File: src/rtl/uart_tx_core.sv
// UART transmit serializer: pops one byte per frame from a FWFT FIFO and emits start/data/[parity]/stop.
// Optional parity stage is enabled by defining UART_TX_PARITY_EN.
module uart_tx_core #(
    parameter int unsigned DATA_WIDTH = 8,
    parameter int unsigned DIV_WIDTH  = 16
) (
    input  logic                  clk_i,
    input  logic                  rstn_i,
    input  logic                  tx_en_i,
    input  logic [DIV_WIDTH-1:0]  baud_div_i,
    input  logic                  stop_bits_i,
`ifdef UART_TX_PARITY_EN
    input  logic                  parity_en_i,
    input  logic                  parity_odd_i,
`endif
    input  logic                  fifo_empty_i,
    input  logic [DATA_WIDTH-1:0] fifo_rdata_i,
    output logic                  fifo_rd_o,
    output logic                  tx_o,
    output logic                  busy_o,
    output logic                  frame_done_o
);

    localparam int unsigned BIT_W = (DATA_WIDTH > 1) ? $clog2(DATA_WIDTH) : 1;
    localparam logic [BIT_W-1:0] LAST_BIT = BIT_W'(DATA_WIDTH - 1);

    typedef enum logic [2:0] {
        IDLE,
        START,
        DATA,
`ifdef UART_TX_PARITY_EN
        PARITY,
`endif
        STOP
    } state_t;

    state_t                state_q, state_d;
    logic [DATA_WIDTH-1:0] shift_q, shift_d;
    logic [DIV_WIDTH-1:0]  div_q, div_d;
    logic [DIV_WIDTH-1:0]  cnt_q, cnt_d;
    logic [BIT_W-1:0]      bit_q, bit_d;
    logic                  stop2_q, stop2_d;
    logic                  tx_q, tx_d;
    logic                  busy_q, busy_d;
    logic                  done_q, done_d;
`ifdef UART_TX_PARITY_EN
    logic                  par_en_q, par_en_d;
    logic                  par_bit_q, par_bit_d;
`endif
    logic                  start_c;
    logic                  bit_end_c;

    // Pop is gated by reset so a held reset never consumes a FIFO word
    assign start_c   = tx_en_i && !fifo_empty_i && rstn_i;
    assign bit_end_c = (cnt_q == div_q);
    assign fifo_rd_o = (state_q == IDLE) && start_c;

    assign tx_o         = tx_q;
    assign busy_o       = busy_q;
    assign frame_done_o = done_q;

    always_ff @(posedge clk_i or negedge rstn_i) begin
        if (!rstn_i) begin
            state_q   <= IDLE;
            shift_q   <= '0;
            div_q     <= '0;
            cnt_q     <= '0;
            bit_q     <= '0;
            stop2_q   <= 1'b0;
            tx_q      <= 1'b1;
            busy_q    <= 1'b0;
            done_q    <= 1'b0;
`ifdef UART_TX_PARITY_EN
            par_en_q  <= 1'b0;
            par_bit_q <= 1'b0;
`endif
        end else begin
            state_q   <= state_d;
            shift_q   <= shift_d;
            div_q     <= div_d;
            cnt_q     <= cnt_d;
            bit_q     <= bit_d;
            stop2_q   <= stop2_d;
            tx_q      <= tx_d;
            busy_q    <= busy_d;
            done_q    <= done_d;
`ifdef UART_TX_PARITY_EN
            par_en_q  <= par_en_d;
            par_bit_q <= par_bit_d;
`endif
        end
    end

    // Next-state, datapath and registered-output logic
    always_comb begin
        state_d   = state_q;
        shift_d   = shift_q;
        div_d     = div_q;
        cnt_d     = '0;
        bit_d     = bit_q;
        stop2_d   = stop2_q;
        done_d    = 1'b0;
        tx_d      = 1'b1;
        busy_d    = 1'b0;
`ifdef UART_TX_PARITY_EN
        par_en_d  = par_en_q;
        par_bit_d = par_bit_q;
`endif

        if (state_q != IDLE && !bit_end_c) begin
            cnt_d = cnt_q + DIV_WIDTH'(1);
        end

        case (state_q)
            IDLE: begin
                if (start_c) begin
                    shift_d   = fifo_rdata_i;
                    div_d     = baud_div_i;
                    stop2_d   = stop_bits_i;
                    bit_d     = '0;
`ifdef UART_TX_PARITY_EN
                    par_en_d  = parity_en_i;
                    par_bit_d = (^fifo_rdata_i) ^ parity_odd_i;
`endif
                    state_d   = START;
                end
            end
            START: begin
                if (bit_end_c) begin
                    state_d = DATA;
                end
            end
            DATA: begin
                if (bit_end_c) begin
                    shift_d = shift_q >> 1;
                    if (bit_q == LAST_BIT) begin
                        bit_d = '0;
`ifdef UART_TX_PARITY_EN
                        state_d = par_en_q ? PARITY : STOP;
`else
                        state_d = STOP;
`endif
                    end else begin
                        bit_d = bit_q + BIT_W'(1);
                    end
                end
            end
`ifdef UART_TX_PARITY_EN
            PARITY: begin
                if (bit_end_c) begin
                    state_d = STOP;
                end
            end
`endif
            STOP: begin
                // bit_q counts stop bits already sent when two are requested
                if (bit_end_c) begin
                    if (stop2_q && bit_q == '0) begin
                        bit_d = BIT_W'(1);
                    end else begin
                        bit_d   = '0;
                        state_d = IDLE;
                        done_d  = 1'b1;
                    end
                end
            end
            default: begin
                state_d = IDLE;
            end
        endcase

        busy_d = (state_d != IDLE) || done_d;

        case (state_d)
            START:   tx_d = 1'b0;
            DATA:    tx_d = shift_d[0];
`ifdef UART_TX_PARITY_EN
            PARITY:  tx_d = par_bit_d;
`endif
            default: tx_d = 1'b1;
        endcase
    end

endmodule

File: config.mk
export PLATFORM = sky130hd
export DESIGN_NAME = uart_tx_core
export DESIGN_NICKNAME = d
export VERILOG_FILES = /design/src/rtl/uart_tx_core.sv
export SDC_FILE = /design/constraint.sdc
export NUM_CORES = 1
export LEC_CHECK = 0
export BUFFER_PORTS_ARGS = -buffer_cell sky130_fd_sc_hd__buf_2
export CORE_UTILIZATION = 61
export DETAILED_ROUTE_END_ITERATION = 8
export GPL_TIMING_DRIVEN = 0
export PLACE_DENSITY_LB_ADDON = 0.12
export SYNTH_ARGS = -nofsm -noshare
export SYNTH_HDL_FRONTEND = slang
export SYNTH_SLANG_ARGS = --single-unit
File: constraint.sdc
create_clock -name clk_i -period 3.9 [get_ports clk_i]
set_clock_uncertainty 0.05 [all_clocks]
set_input_delay 0.195 -clock clk_i [delete_from_list [all_inputs] [get_ports clk_i]]
set_output_delay 0.195 -clock clk_i [all_outputs]
set_load 0.005 [all_outputs]
After elaboration in Yosys (flattened, before gate mapping)
Cells that the tools add are included.
W data, S select, Z words.
{"block": "word_totals", "regBits": 50, "inputBits": 29, "word_cells": 60}
{"block": "classes", "n_addsub": 2, "n_eq_ne": 10, "n_mux": 21, "reduce_logical": 17}
{"cell": "$mux W3", "n": 10}
{"cell": "$add A16 B1 Y16 const B", "n": 1}
{"cell": "$eq A16 B16 Y1", "n": 1}
{"cell": "$mux W16", "n": 1}
{"cell": "$mux W8", "n": 2}
{"cell": "$pmux W8 S2", "n": 1}
{"cell": "$pmux W3 S4", "n": 1}
{"cell": "$eq A3 B2 Y1 const B", "n": 3}
{"cell": "$pmux W3 S3", "n": 1}
{"cell": "$reduce_bool A3 Y1", "n": 3}
{"cell": "$eq A3 B1 Y1 const B", "n": 2}
{"cell": "$logic_not A3 Y1", "n": 2}
{"cell": "$ne A2 B2 Y1 const B", "n": 3}
{"cell": "$logic_and A1 B1 Y1", "n": 5}
{"cell": "$mux W1", "n": 4}
{"cell": "$reduce_and A4 Y1", "n": 1}
{"cell": "$add A3 B1 Y3 const B", "n": 1}
{"cell": "$eq A3 B3 Y1 const B", "n": 1}
{"cell": "$reduce_and A3 Y1", "n": 1}
{"cell": "$logic_not A1 Y1", "n": 2}
{"cell": "$pmux W1 S2", "n": 1}
{"cell": "$reduce_and A2 Y1", "n": 1}
{"cell": "$reduce_bool A2 Y1", "n": 1}
{"cell": "$logic_or A1 B1 Y1", "n": 1}

Logic depth before layout (Yosys ltp)
{"block": "depth", "ltp_word": 7, "depth_mapped": 8}

Worst setup path before layout
Ideal clock, no wire load.
{"block": "synth_path", "path_kind": "register to register", "from": "register cnt_q[12]", "to": "register tx_q, in the netlist tx_o", "arrival_ns": 2.089, "required_time_ns": 3.773, "path_slack_ns": 1.684, "stages_incl_launch_ff": 8, "path_buffers": 0, "period_less_slack_ns": 2.216, "cell_sequence": "dfrtp_1 -> xor2_1 -> nor4_2 -> nand4_2 -> nor4b_4 -> nor3b_1 -> a221o_1 -> o21ba_1"}
{"item": "from (decl)", "line": "40", "text": "logic [DIV_WIDTH-1:0] cnt_q, cnt_d;"}
{"item": "from (signal assigned)", "line": "81", "text": "cnt_q <= cnt_d;"}
{"item": "$eq A16 B16 Y1", "line": "55", "text": "assign bit_end_c = (cnt_q == div_q);"}
{"item": "$mux W8", "line": "134", "text": "if (bit_end_c) begin"}
{"item": "$pmux W8 S2", "line": "114", "text": "case (state_q)"}
{"item": "via shift_d[0]", "line": "38", "text": "logic [DATA_WIDTH-1:0] shift_q, shift_d;"}
{"item": "$pmux W1 S2", "line": "174", "text": "case (state_d)"}
{"item": "via tx_d", "line": "43", "text": "logic tx_q, tx_d;"}
{"item": "to (signal assigned)", "line": "84", "text": "tx_q <= tx_d;"}
{"item": "to (decl)", "line": "43"}
The timed path passes the listed nets, and every way through them passes these cells. The select of a mux whose other input is x is not followed.
A chain may end at the register's enable or synchronous reset.

Worst setup path in the final report
{"block": "layout_path", "from": "register div_q[14]", "to": "register tx_q, in the netlist tx_o"}
{"item": "from (decl)", "line": "39", "text": "logic [DIV_WIDTH-1:0] div_q, div_d;"}
{"item": "from (signal assigned)", "line": "80", "text": "div_q <= div_d;"}
{"item": "$eq A16 B16 Y1", "line": "55"}
{"item": "$mux W8", "line": "134"}
{"item": "$pmux W8 S2", "line": "114"}
{"item": "via shift_d[0]", "line": "38"}
{"item": "$pmux W1 S2", "line": "174"}
{"item": "via tx_d", "line": "43"}
The timed path passes the listed nets, and every way through them passes these cells. The select of a mux whose other input is x is not followed.

==> out/metrics.yaml <==
wl_per_cell_um: 14.5
grt_first_pass_wirelength_um: 7560
via_count: 1636
synth_edf_count: 0
ant_nets: 0
viasPerCell: 5.47
insertedDiodeCount: 0
seqPwrFrac_pct: 58.0
placed_cell_area_mm2: 0.00260
drt_iter0_drc: 99
synthTopCellsByCount: "dfrtp_1, xor2_1, nand2_1"
coreArea_mm2: 0.00372
synthCells: 211
worstMarginPinSlew_ns: 1.11
crit_chain: "xor2_1, nor4_2, nand4_2, nor4b_4, nor3b_1, a221o_1, o21ba_1"
fin_hold_ws_ns: 0.0495
grt_overflow: 0
synth_top_area_share_pct: 51.4
ys_ff_latch: 50
drt_first_pass_iters: 4
path_buf_inv: 0
leakagePower_uw: 0.00128
htree_levels: 2
cp_slowest_cell: "nor4b_4"
regArea_mm2: 0.00125
fin_crit_ns: 2.60
path_clk_slew_ns: 0.09
syn-num-nets: 244
fin_cells: 299
grt_antenna_before_repair: 0
fin_ws_ns: 1.30
die_w_um: 64.5
async_flop_share_pct: 100
gp_congestion: 0.782
clk_latency_ns: 0.30
setup_viol: 0
fmax_ghz: 0.385
multi_input_area_mm2: 0.00108
cts_hold_buf: 0
rows: 22
cts_tree: "yes"
max_cap_viol_count: 0
worst_path_largest_cell_delay_ns: 0.61
nets: 283
synthTopCellsByArea: "dfrtp_1, mux2_2, xor2_1"
slew-limit-headroom_pct: 26.0
synth_top_area_cell: "dfrtp_1"
finalSetupTns_ns: 0
drt_wl_total_um: 4340
cts_sinks: 50
cp-end-kind: "flop"
syn2layout_area_growth_pct: 12.7
drcViolationCount: 0
dp_cells: 291
fp.dieH_um: 64.5
start_util_pct: 64.1
hold_viol: 0
holdCritPathClass: "in -> async"
clkPwrFrac_pct: 26.0
io_pins: 33
arrival_ns: 2.78
ctsRootBufferMaster: "clkbuf_8"
switching_power_uw: 304
rsz0062_at_grt: "no"
place_ws_ns: 1.24
grt_start_max_net_pins: 52
start_kind: "flop"
cp_top_family: "simple AND/OR/NAND/NOR gates"
peakVddDrop_mv: 0.305
required_ns: 4.08
slew_violations: 0
power.share.combinational_pct: 16.0
post_cts_resized: 0
synth.most_common_cell: "dfrtp_1"
cts.path.max_buffers: 2
fin_crit_sh_pct: 66.7
yosysUniqueCellTypes: 36
intPower_uw: 808
power_density_mw_per_mm2: 414
grt_pass1_vias: 1638
numCtsBuffers: 5
fp.dieArea_mm2: 0.00416
synth_area_mm2: 0.00238
nFillCells: 274
post_cts_buffers: 0
fin_area_mm2: 0.00269
switching_share_pct: 27.3
cp_max_fo: 10
groute.usage.overall_pct: 23.9
post-dp-hpwl_um: 3060
yosysWarnings: 0
status: "complete, no violations"
port_buffers: 32
syn_area_per_cell_um2: 11.3
drive_gt1_share_pct: 26.7
worstSetupPathType: "reg -> reg"
ys_seq_area_share_pct: 52.5
ys.flop_type: "dfrtp_1"
==> worst paths after layout <==
path / cells past startpoint / start / endpoint / slack, ns
min in group clk_i: 3 / fifo_rdata_i[7] / shift_q[7] / 0.07
setup reg to reg: 7 / div_q[14] / tx_o / 1.30
max in group asynchronous: 1 / rstn_i / div_q[15] / 3.07
hold reg to reg: 2 / shift_q[2] / shift_q[2] / 0.43
hold / removal: 1 / rstn_i / cnt_q[4] / 0.05
setup / recovery: 7 / div_q[14] / tx_o / 1.30
==> power by group through the flow <==
| stage | registers (uW) | clock network [uW] | logic [uW] |
|---|---|---|---|
| after CTS | 645 | 294 | 181 |
| after detailed placement | 655 | 0 | 180 |
| after floorplan | 639 | 0 | 131 |
| after global placement | 652 | 0 | 173 |
| after global routing | 656 | 318 | 199 |
| final | 645 | 289 | 178 |
==> cells by family after synthesis <==
group	count (synthesis)	share of synthesized area, %
AO/OA/AOI/OAI	24	6.98
AND/OR/NAND/NOR	74	17.7
adder cells (fa/ha/maj)	4	2.10
XOR/XNOR	26	9.55
flip-flops	50	52.5
multiplexers	19	8.92
buffers and inverters	13	2.05
other	1	0.157
==> state kept, by name (all words and copies together), names as in the netlist <==
signal	cells
div_q	16
stop2_q	1
cnt_q	16
shift_q	8
frame_done_o	1
state_q	3
bit_q	3
busy_o	1
tx_o	1
==> area by class of cell <==
cell class                      count  share of cell area [%]
Sequential cell                    50                    46.6
Multi-Input combinational cell    148                    40.3
Timing Repair Buffer               32                    5.96
Clock buffer                        6                    2.70
Tap cell                           48                    2.24
Inverter                            8                    1.12
Buffer                              5                   0.699
Clock inverter                      2                   0.373
==> layout by cell type (no fill, tap or decap), types with 2 or more instances in the layout <==
master	n
a21oi_1	5
a22oi_1	6
a32o_1	3
and3_1	3
buf_2	32
clkbuf_1	6
clkbuf_8	5
clkinv_2	2
dfrtp_1	49
ha_1	4
inv_1	8
mux2_2	18
nand2_1	19
nand2b_1	2
nand3_1	8
nand4_1	2
nor2_1	17
nor3_1	3
nor3b_1	2
nor4_2	4
o21ai_0	6
or3_1	6
xnor2_1	5
xor2_1	21
==> through the flow <==
step | power (uW) | utilization [%]
after floorplan | 770 | -
after global placement | 824 | 70.1
after detailed placement | 834 | 70.1
after CTS | 1120 | 72.3
after global routing | 1170 | 72.3
final | 1110 | 72.3
==> layer usage <==
metal	routed length, um	up-vias	global-route usage [%]
met3	115	7	4.93
met1	2040	795	32.9
li1	-	805	-
met2	2140	29	37.4
met4	46	0	8.61
met5	0	-	0
No activity file was read; power rests on OpenSTA's default activity.
